$ cat src/rtl/barrel_shifter_pipe.sv
// barrel_shifter_pipe
//   Two-stage pipelined barrel shifter covering LSL/LSR/ASR/ROR with
//   immediate and register-specified amounts, plus an immediate-rotate mode
//   that rotates by an even amount.
//
//   Stage 1 registers the request together with a normalised operation kind
//   and an amount in 0..WIDTH. All out-of-range cases are folded into these
//   fields here. Stage 2 then only performs well-defined shifts and registers
//   out_data/out_cout.
//
// Ports
//   clk, rst_n         single rising-edge clock, asynchronous active-low reset
//   flush              synchronous discard of both pipeline stages
//   in_valid/in_ready  request handshake
//   in_imm, in_op      immediate-rotate mode / shift opcode
//   in_data, in_amt    shiftee and shift amount
//   in_cin             carry flag travelling with the request
//   out_valid/out_ready result handshake
//   out_data, out_cout result and carry out
//
// Handshake: a transfer happens on a rising edge where valid and ready are
// both high. The producer holds valid and its payload stable until that
// transfer. in_ready is derived from pipeline state and flush only; it never
// depends on in_valid.
module barrel_shifter_pipe #(
  parameter int WIDTH = 32,
  parameter int AMT_W = 8
) (
  input  logic             clk,
  input  logic             rst_n,
  input  logic             flush,
  input  logic             in_valid,
  output logic             in_ready,
  input  logic             in_imm,
  input  logic [2:0]       in_op,
  input  logic [WIDTH-1:0] in_data,
  input  logic [AMT_W-1:0] in_amt,
  input  logic             in_cin,
  output logic             out_valid,
  input  logic             out_ready,
  output logic [WIDTH-1:0] out_data,
  output logic             out_cout
);

  localparam int LOGW = $clog2(WIDTH);
  localparam logic [AMT_W-1:0] W_AMT = AMT_W'(WIDTH);
  localparam logic [LOGW:0]    W_N   = (LOGW+1)'(WIDTH);

  // normalised operation kinds carried from stage 1 to stage 2
  localparam logic [2:0] K_PASS = 3'd0;  // x, c
  localparam logic [2:0] K_ZERO = 3'd1;  // 0, 0
  localparam logic [2:0] K_LSL  = 3'd2;
  localparam logic [2:0] K_LSR  = 3'd3;
  localparam logic [2:0] K_ASR  = 3'd4;
  localparam logic [2:0] K_ROR  = 3'd5;  // cout = result msb
  localparam logic [2:0] K_RRX  = 3'd6;

  logic             s1_valid;
  logic [2:0]       s1_kind;
  logic [LOGW:0]    s1_n;
  logic [WIDTH-1:0] s1_data;
  logic             s1_cin;

  logic       s1_adv;
  logic       accept;
  logic [2:0] d_kind;
  logic [LOGW:0] d_n;

  assign s1_adv   = s1_valid & (~out_valid | out_ready);
  assign in_ready = rst_n & ~flush & (~s1_valid | s1_adv);
  assign accept   = in_valid & in_ready;

  // ---------------- stage 1 decode ----------------
  logic [LOGW-1:0] lo;
  logic [LOGW-1:0] imm_rot;
  logic            amt_zero;
  logic            amt_over;
  logic            amt_ge;

  always_comb begin
    lo       = in_amt[LOGW-1:0];
    imm_rot  = {in_amt[LOGW-2:0], 1'b0};
    amt_zero = (in_amt == '0);
    amt_over = (in_amt > W_AMT);
    amt_ge   = (in_amt >= W_AMT);
    d_kind   = K_PASS;
    d_n      = '0;
    if (in_imm) begin
      // rotate by 2*amt mod W; zero rotation keeps the incoming carry
      if (imm_rot != '0) begin
        d_kind = K_ROR;
        d_n    = {1'b0, imm_rot};
      end
    end else begin
      case (in_op)
        3'b000: if (lo != '0) begin d_kind = K_LSL; d_n = {1'b0, lo}; end
        3'b001: begin
          if (amt_over) d_kind = K_ZERO;
          else if (!amt_zero) begin d_kind = K_LSL; d_n = in_amt[LOGW:0]; end
        end
        // immediate amount 0 encodes a full-width shift
        3'b010: begin d_kind = K_LSR; d_n = (lo == '0) ? W_N : {1'b0, lo}; end
        3'b011: begin
          if (amt_over) d_kind = K_ZERO;
          else if (!amt_zero) begin d_kind = K_LSR; d_n = in_amt[LOGW:0]; end
        end
        3'b100: begin d_kind = K_ASR; d_n = (lo == '0) ? W_N : {1'b0, lo}; end
        3'b101: begin
          if (amt_ge) begin d_kind = K_ASR; d_n = W_N; end
          else if (!amt_zero) begin d_kind = K_ASR; d_n = in_amt[LOGW:0]; end
        end
        3'b110: begin
          if (lo == '0) d_kind = K_RRX;
          else begin d_kind = K_ROR; d_n = {1'b0, lo}; end
        end
        default: begin
          // a nonzero multiple of W rotates by 0; cout is then x[W-1]
          if (!amt_zero) begin d_kind = K_ROR; d_n = {1'b0, lo}; end
        end
      endcase
    end
  end

  // ---------------- stage 2 datapath ----------------
  // One extra bit beside the data catches the last bit shifted out, so the
  // carry never needs a computed index into x.
  logic [WIDTH:0]   lsl_w;
  logic [WIDTH:0]   lsr_w;
  logic [WIDTH:0]   asr_w;
  logic [LOGW-1:0]  rot_r;
  logic [LOGW:0]    rot_l;
  logic [WIDTH-1:0] rot;
  logic [WIDTH-1:0] res;
  logic             res_c;

  always_comb begin
    lsl_w = {1'b0, s1_data} << s1_n;
    lsr_w = {s1_data, 1'b0} >> s1_n;
    asr_w = $signed({s1_data, 1'b0}) >>> s1_n;
    rot_r = s1_n[LOGW-1:0];
    rot_l = W_N - {1'b0, rot_r};
    rot   = (s1_data >> rot_r) | (s1_data << rot_l);
    res   = s1_data;
    res_c = s1_cin;
    case (s1_kind)
      K_ZERO: begin res = '0;                 res_c = 1'b0;         end
      K_LSL:  begin res = lsl_w[WIDTH-1:0];   res_c = lsl_w[WIDTH]; end
      K_LSR:  begin res = lsr_w[WIDTH:1];     res_c = lsr_w[0];     end
      K_ASR:  begin res = asr_w[WIDTH:1];     res_c = asr_w[0];     end
      K_ROR:  begin res = rot;                res_c = rot[WIDTH-1]; end
      K_RRX:  begin res = {s1_cin, s1_data[WIDTH-1:1]}; res_c = s1_data[0]; end
      default: begin res = s1_data;           res_c = s1_cin;       end
    endcase
  end

  // ---------------- pipeline registers ----------------
  always_ff @(posedge clk or negedge rst_n) begin
    if (!rst_n) begin
      s1_valid  <= 1'b0;
      s1_kind   <= K_PASS;
      s1_n      <= '0;
      s1_data   <= '0;
      s1_cin    <= 1'b0;
      out_valid <= 1'b0;
      out_data  <= '0;
      out_cout  <= 1'b0;
    end else if (flush) begin
      s1_valid  <= 1'b0;
      out_valid <= 1'b0;
    end else begin
      if (accept) begin
        s1_valid <= 1'b1;
        s1_kind  <= d_kind;
        s1_n     <= d_n;
        s1_data  <= in_data;
        s1_cin   <= in_cin;
      end else if (s1_adv) begin
        s1_valid <= 1'b0;
      end
      // output registers only change on a load, so a stalled result holds
      if (s1_adv) begin
        out_valid <= 1'b1;
        out_data  <= res;
        out_cout  <= res_c;
      end else if (out_ready) begin
        out_valid <= 1'b0;
      end
    end
  end

endmodule
$ cat config.mk
export PLATFORM = sky130hd
export DESIGN_NAME = barrel_shifter_pipe
export DESIGN_NICKNAME = d
export VERILOG_FILES = /design/src/rtl/barrel_shifter_pipe.sv
export SDC_FILE = /design/constraint.sdc
export NUM_CORES = 1
export LEC_CHECK = 0
export ABC_CLOCK_PERIOD_IN_PS = 3000
export CAP_MARGIN = 5
export CORE_UTILIZATION = 35
export CTS_CLUSTER_DIAMETER = 30
export DETAILED_ROUTE_END_ITERATION = 16
export SLEW_MARGIN = 20
export SYNTH_ARGS = -nofsm -noshare
export SYNTH_HDL_FRONTEND = slang
export SYNTH_SLANG_ARGS = --single-unit
$ cat constraint.sdc
create_clock -name clk -period 3 [get_ports clk]
set_input_delay 0.3 -clock clk [delete_from_list [all_inputs] [get_ports clk]]
set_output_delay 0.3 -clock clk [all_outputs]
set_load 0.005 [all_outputs]
==> impl_metrics.yaml, run 1 <==
timing:
  maxSlewHeadroom: 0.384
  rsz0062_at_grt: "no"
  fmax_mhz: 337
  worstMarginPinSlew_ns: 0.918
  drv_slew: 0
  finalCritPeriodShare: 0.989
  finalSetupViolCount: 0
  hold_viol_final: 0
  skew_ns: 0.0180
  hold-worst-slack_ns: 0.0852
  setup_ws_ns: 0.0315
  fin_crit_ns: 2.97
logic_synthesis:
  yosysWarnings: 0
  synth.avg_cell_area_um2: 8.53
  synthArstFlopShare: 1.00
  synth_edf_count: 0
  synth-main-ff-cell: "dfrtp_1"
  synth_top_cell_area_share: 0.179
  synth_cell_type_count: 89
  netlist_area_um2: 10800
  synth-seq-cells: 77
  ys_seq_area_frac: 0.179
  syn-num-nets: 1311
  netlist_instances: 1260
  yosys.area.top_type: "dfrtp_1"
  synthTopCellsByArea: "dfrtp_1 (18%), mux4_2 (17%), mux2i_1 (8.6%), mux2_2 (6.7%), nand2_1 (4.9%)"
floorplan:
  initial_core_util: 0.359
  core_region_area_um2: 30000
  rows: 63
  dieArea_um2: 31400
  die_x_um: 177
  io_pins: 85
  chipHeight_um: 177
setup_path:
  crit_type: "flop to flop"
  worst_setup_path_start_kind: "flop"
  cp_data_arrival_time_ns: 3.24
  startpoint: "s1_data[4]$_DFFE_PN0P_"
  critPathMaxFanout: 15
  worstSetupEndpoint: "out_data[21]$_DFFE_PN0P_"
  critPathRequiredTime_ns: 3.27
  rr_endpoint: "out_data[21]$_DFFE_PN0P_"
  worstRegToRegCells: 7
  rrSetupSlack_ns: 0.03
  reg2reg_from: "s1_data[4]$_DFFE_PN0P_"
  critPathCaptureType: "flop"
clock_network:
  htreeDepth: 3
  postCtsSetupBuffers: 0
  cts-root-buf: "clkbuf_16"
  cts_buffers: 9
  cts_tree: "built"
  clk_pin_slew_ns: 0.08
  clock-sinks: 77
  cts_buffer_depth: 2
  clk_latency_ns: 0.39
global_route:
  grtUsageTotal: 0.408
  grt_overflow_total: 0
  grt_antenna_before_repair: 1
  grt_max_degree: 53
  grt_pass1_vias: 11800
  grt_first_pass_wirelength_mm: 89.3
worst_hold_path:
  hold_class: "input port to async pin"
job:
  maxCapViolCount: 0
layout:
  final_nets: 1470
  antennaDiodeCount: 0
  postLayoutCellArea_um2: 13500
  utilization: 0.451
  drive_gt1_frac: 0.284
  syn_to_final_growth_pct: 25.8
power:
  peakVddDrop_v: 0.000495
  power_density_nw_per_um2: 749
  total_power_w: 0.0101
  p_leak_nw: 5.17
placed_design:
  gp_congestion: 1.19
  port-buffer-count: 84
  dpl.hpwl_mm: 48.5
  detailedPlace.worstSlack_ns: -0.269
  place_area_um2: 13200
drt:
  drt_iter0_drc: 1935
  drtPass1Iterations: 6
  drc: 0
  drtAntennaViolNets: 0
  drt-total-wl_mm: 62.9
  routed_via_density: 6.97
  vias: 12600
  wl_per_cell_um: 34.7
status:
  outcome: "finished, final reports clean"
## critical path, cell delays in order, from the launching register on
cell and delay (ns):
dfrtp_1 0.72, mux2i_1 0.52, mux2i_1 0.21, o21ai_0 0.53
o21ai_0 0.18, nor4_1 0.43, buf_4 0.20, a22oi_1 0.07
## per-stage QoR
stage,TNS [ns],instances
finish,0,1814
global placement,-0.669,1798
global route,0,1814
floorplan,-0.0138,1260
detailed placement,-0.269,1798
CTS,0,1814
## kinds of logic (layout without fill, tap and decap cells)
kind of cell / Yosys count / count (layout) / synth area share
adders and majority gates: 1 / 1 / 0.00116
xor gates and xnor gates: 4 / 4 / 0.00396
and+or+nand+nor: 400 / 400 / 0.172
muxes: 247 / 247 / 0.336
DFF: 77 / 77 / 0.179
buffers and inverters: 162 / 326 / 0.0703
AOI/OAI and AO/OA: 369 / 369 / 0.237
## power breakdown
group | switching, W | internal (W)
combinational | 0.00411 | 0.00293
clock | 0.000550 | 0.000664
sequential | 0.000590 | 0.00129
## layout by cell type, fill, tap and decap left out, drive strengths merged, types with 11 or more instances in the layout
cell / count
nand3: 29
mux2: 71
mux4: 83
o21ai: 76
o22ai: 18
a211oi: 19
nor2b: 11
clkdlybuf4s50: 83
dfrtp: 77
a31oi: 13
inv: 13
mux2i: 93
nand2b: 22
buf: 212
a22oi: 15
o211ai: 22
nor2: 120
a21oi: 76
nand2: 142
a221oi: 12
nor3: 20
## synth_stat cells, drive strengths merged, types with 5 or more instances
master / number
nand2: 142
nor2: 120
mux2i: 93
clkbuf: 87
mux4: 83
dfrtp: 77
a21oi: 76
o21ai: 76
mux2: 71
buf: 60
nand3: 29
nand2b: 22
o211ai: 22
nor3: 20
a211oi: 19
o22ai: 18
a22oi: 15
a31oi: 13
inv: 13
a221oi: 12
nor2b: 11
nor4: 9
o221ai: 9
a2111oi: 8
a211o: 8
a32oi: 8
and2: 8
a21o: 6
o311ai: 6
or3: 6
a2bb2oi: 5
and3: 5
o2111ai: 5
o21a: 5
o31ai: 5
o32a: 5
or2: 5
## how the worst min path moves through the flow
| stage | to | cells past startpoint |
|---|---|---|
| global route | out_data[9]$_DFFE_PN0P_ | 2 |
| global placement | s1_data[2]$_DFFE_PN0P_ | 2 |
| finish | out_data[1]$_DFFE_PN0P_ | 2 |
| floorplan | out_cout$_DFFE_PN0P_ | 0 |
| detailed placement | s1_data[2]$_DFFE_PN0P_ | 2 |
| CTS | out_data[1]$_DFFE_PN0P_ | 2 |
## area by class of cell
type,count,area [um^2]
clock buffer,10,239
clock inverter,6,62.6
fill,3035,16400
inverter,15,58.8
multi-input combinational,1021,8140
sequential,77,1940
tap,390,488
timing repair buffer,295,2600
## state kept, by name (all words and copies together), names as in the netlist
name,count
out_cout,1
out_data,32
out_valid,1
s1_cin,1
s1_data,32
s1_kind,3
s1_n,6
s1_valid,1
## repair_timing
item / CTS / global route
hold buffers: 0 / 0
gates resized for setup: 1 / 2
endpoints found under the setup margin: 1 / 2
## layer usage
metal,wire [um],GRT usage
met5,0,0
met4,4220,0.233
met3,8640,0.143
met2,25100,0.559
met1,24900,0.550
Note: power is estimated with default switching activity, not from simulation.
==> run 2, diff against run 1 <==
- GPL_TIMING_DRIVEN: unset -> 0
==> impl_metrics.yaml, run 2 (synthesis gave the netlist of run 1 again) <==
timing:
  hold_viol_final: 0
  fmax_mhz: 312
  skew_ns: 0.0164
  finalCritPeriodShare: 1.07
  setup_ws_ns: -0.204
  fin_crit_ns: 3.20
  hold-worst-slack_ns: 0.441
  drv_slew: 0
  maxSlewHeadroom: 0.183
  rsz0062_at_grt: "yes"
  finalSetupViolCount: 19
  worstMarginPinSlew_ns: 1.23
setup_path:
  critPathMaxFanout: 10
  critPathCaptureType: "flop"
  cpPeakStageDelay_ns: 0.85
  crit_type: "flop to flop"
  cp_data_arrival_time_ns: 3.53
  worst_setup_path_start_kind: "flop"
  critPathRequiredTime_ns: 3.32
  cpMaxStageDelayCell: "clkbuf_1"
  path_cells: "clkbuf_1, mux2i_1, a221oi_1, a21oi_1, and4_1, o21ai_1"
floorplan:
  core_region_area_um2: 30000
  io_pins: 85
  chipHeight_um: 177
  initial_core_util: 0.359
  dieArea_um2: 31400
  die_x_um: 177
  rows: 63
layout:
  utilization: 0.454
  syn_to_final_growth_pct: 26.5
  mostFrequentLayoutCells: "nand2_1 (138), nor2_1 (115), mux4_2 (83), clkdlybuf4s50_1 (81), mux2i_1 (80)"
  final_nets: 1444
  drive_gt1_frac: 0.285
  postLayoutCellArea_um2: 13600
  reg_top3: "out_data x32, s1_data x32, s1_n x6"
  mostFrequentLayoutCell: "nand2_1"
global_route:
  grtUsageTotal: 0.496
  grt_max_degree: 46
  grt_overflow_total: 0
  grt_first_pass_wirelength_mm: 105
  grt_antenna_before_repair: 9
  grt_pass1_vias: 12800
job:
  maxCapViolCount: 0
placed_design:
  place_area_um2: 12100
  detailedPlace.worstSlack_ns: -1.24
  port-buffer-count: 82
  gp_congestion: 1.14
  dpl.hpwl_mm: 58.0
drt:
  wl_per_cell_um: 42.9
  drt-total-wl_mm: 76.7
  drt_iter0_drc: 2162
  drtPass1Iterations: 6
  routed_via_density: 7.47
  drtAntennaViolNets: 0
  vias: 13400
  drc: 0
clock_network:
  clock-sinks: 77
  cts_buffers: 9
  htreeDepth: 3
  cts_buffer_depth: 2
  cts_tree: "built"
  cts-root-buf: "clkbuf_16"
  clk_pin_slew_ns: 0.08
  clk_latency_ns: 0.39
power:
  peakVddDrop_v: 0.000710
  power_density_nw_per_um2: 821
  p_leak_nw: 4.97
  total_power_w: 0.0112
status:
  outcome: "finished, violations left"
  violations: "setup timing"
worst_hold_path:
  hold_class: "input port to async pin"
run 2: routing by layer:
metal	global-route usage	up-vias	share of wire
li1	-	5120	-
met1	0.630	6595	0.38
met2	0.684	1288	0.40
met3	0.170	366	0.13
met4	0.379	6	0.095
met5	0	-	0.00053
run 2: layout make-up:
| type | count | area [um^2] |
|---|---|---|
| repair buffers | 128 | 1280 |
| inverters | 15 | 73.8 |
| diodes | 2 | 5.00 |
| fillers | 2929 | 16400 |
| clock buffers | 10 | 239 |
| plain buffers | 141 | 821 |
| multi-input cells | 1021 | 8650 |
| clock inverters | 6 | 118 |
| flip-flops and latches | 77 | 1930 |
| well taps | 390 | 488 |
run 2: power breakdown:
| part | internal (W) | switching (W) | total, W |
|---|---|---|---|
| combinational | 0.00290 | 0.00521 | 0.00810 |
| sequential | 0.00129 | 0.000333 | 0.00162 |
| clock | 0.000846 | 0.000588 | 0.00143 |
run 2: repair_timing:
action,4_1_cts,5_1_grt
setup buffers,32,10
gates resized for setup,129,83
pin swaps,13,13
endpoints found under the hold margin,33,0
endpoints found under the setup margin,33,31
hold buffers,2,0
run 2: critical path, delay by kind of cell (launching register included):
kind            cells  cell delay [ns]
buf+inv             1             0.85
simple gates        1             0.30
mux                 1             0.26
flops               1             0.59
compound gates      3             1.15
run 2: worst paths after layout:
kind / slack [ns] / to / startpoint / cells past startpoint
worst min register to register: 0.50 / out_data[30]$_DFFE_PN0P_ / out_data[30]$_DFFE_PN0P_ / 1
min in group clk: 0.47 / s1_n[5]$_DFFE_PN0P_ / in_op[0] / 3
worst max-delay path: -0.20 / out_data[23]$_DFFE_PN0P_ / s1_data[23]$_DFFE_PN0P_ / 6
worst min-delay path: 0.44 / s1_data[1]$_DFFE_PN0P_ / rst_n / 3
worst max register to register: -0.20 / out_data[23]$_DFFE_PN0P_ / s1_data[23]$_DFFE_PN0P_ / 6
max in group asynchronous: 2.27 / s1_valid$_DFFE_PN0P_ / rst_n / 3
run 2: metrics by stage:
stage	cells	setup TNS, ns
4_1_cts	1781	-0.00648
2_1_floorplan	1260	-0.0138
3_3_place_gp	1732	-244.81
6_report	1790	-1.25
3_5_place_dp	1734	-26.78
5_1_grt	1788	-0.207
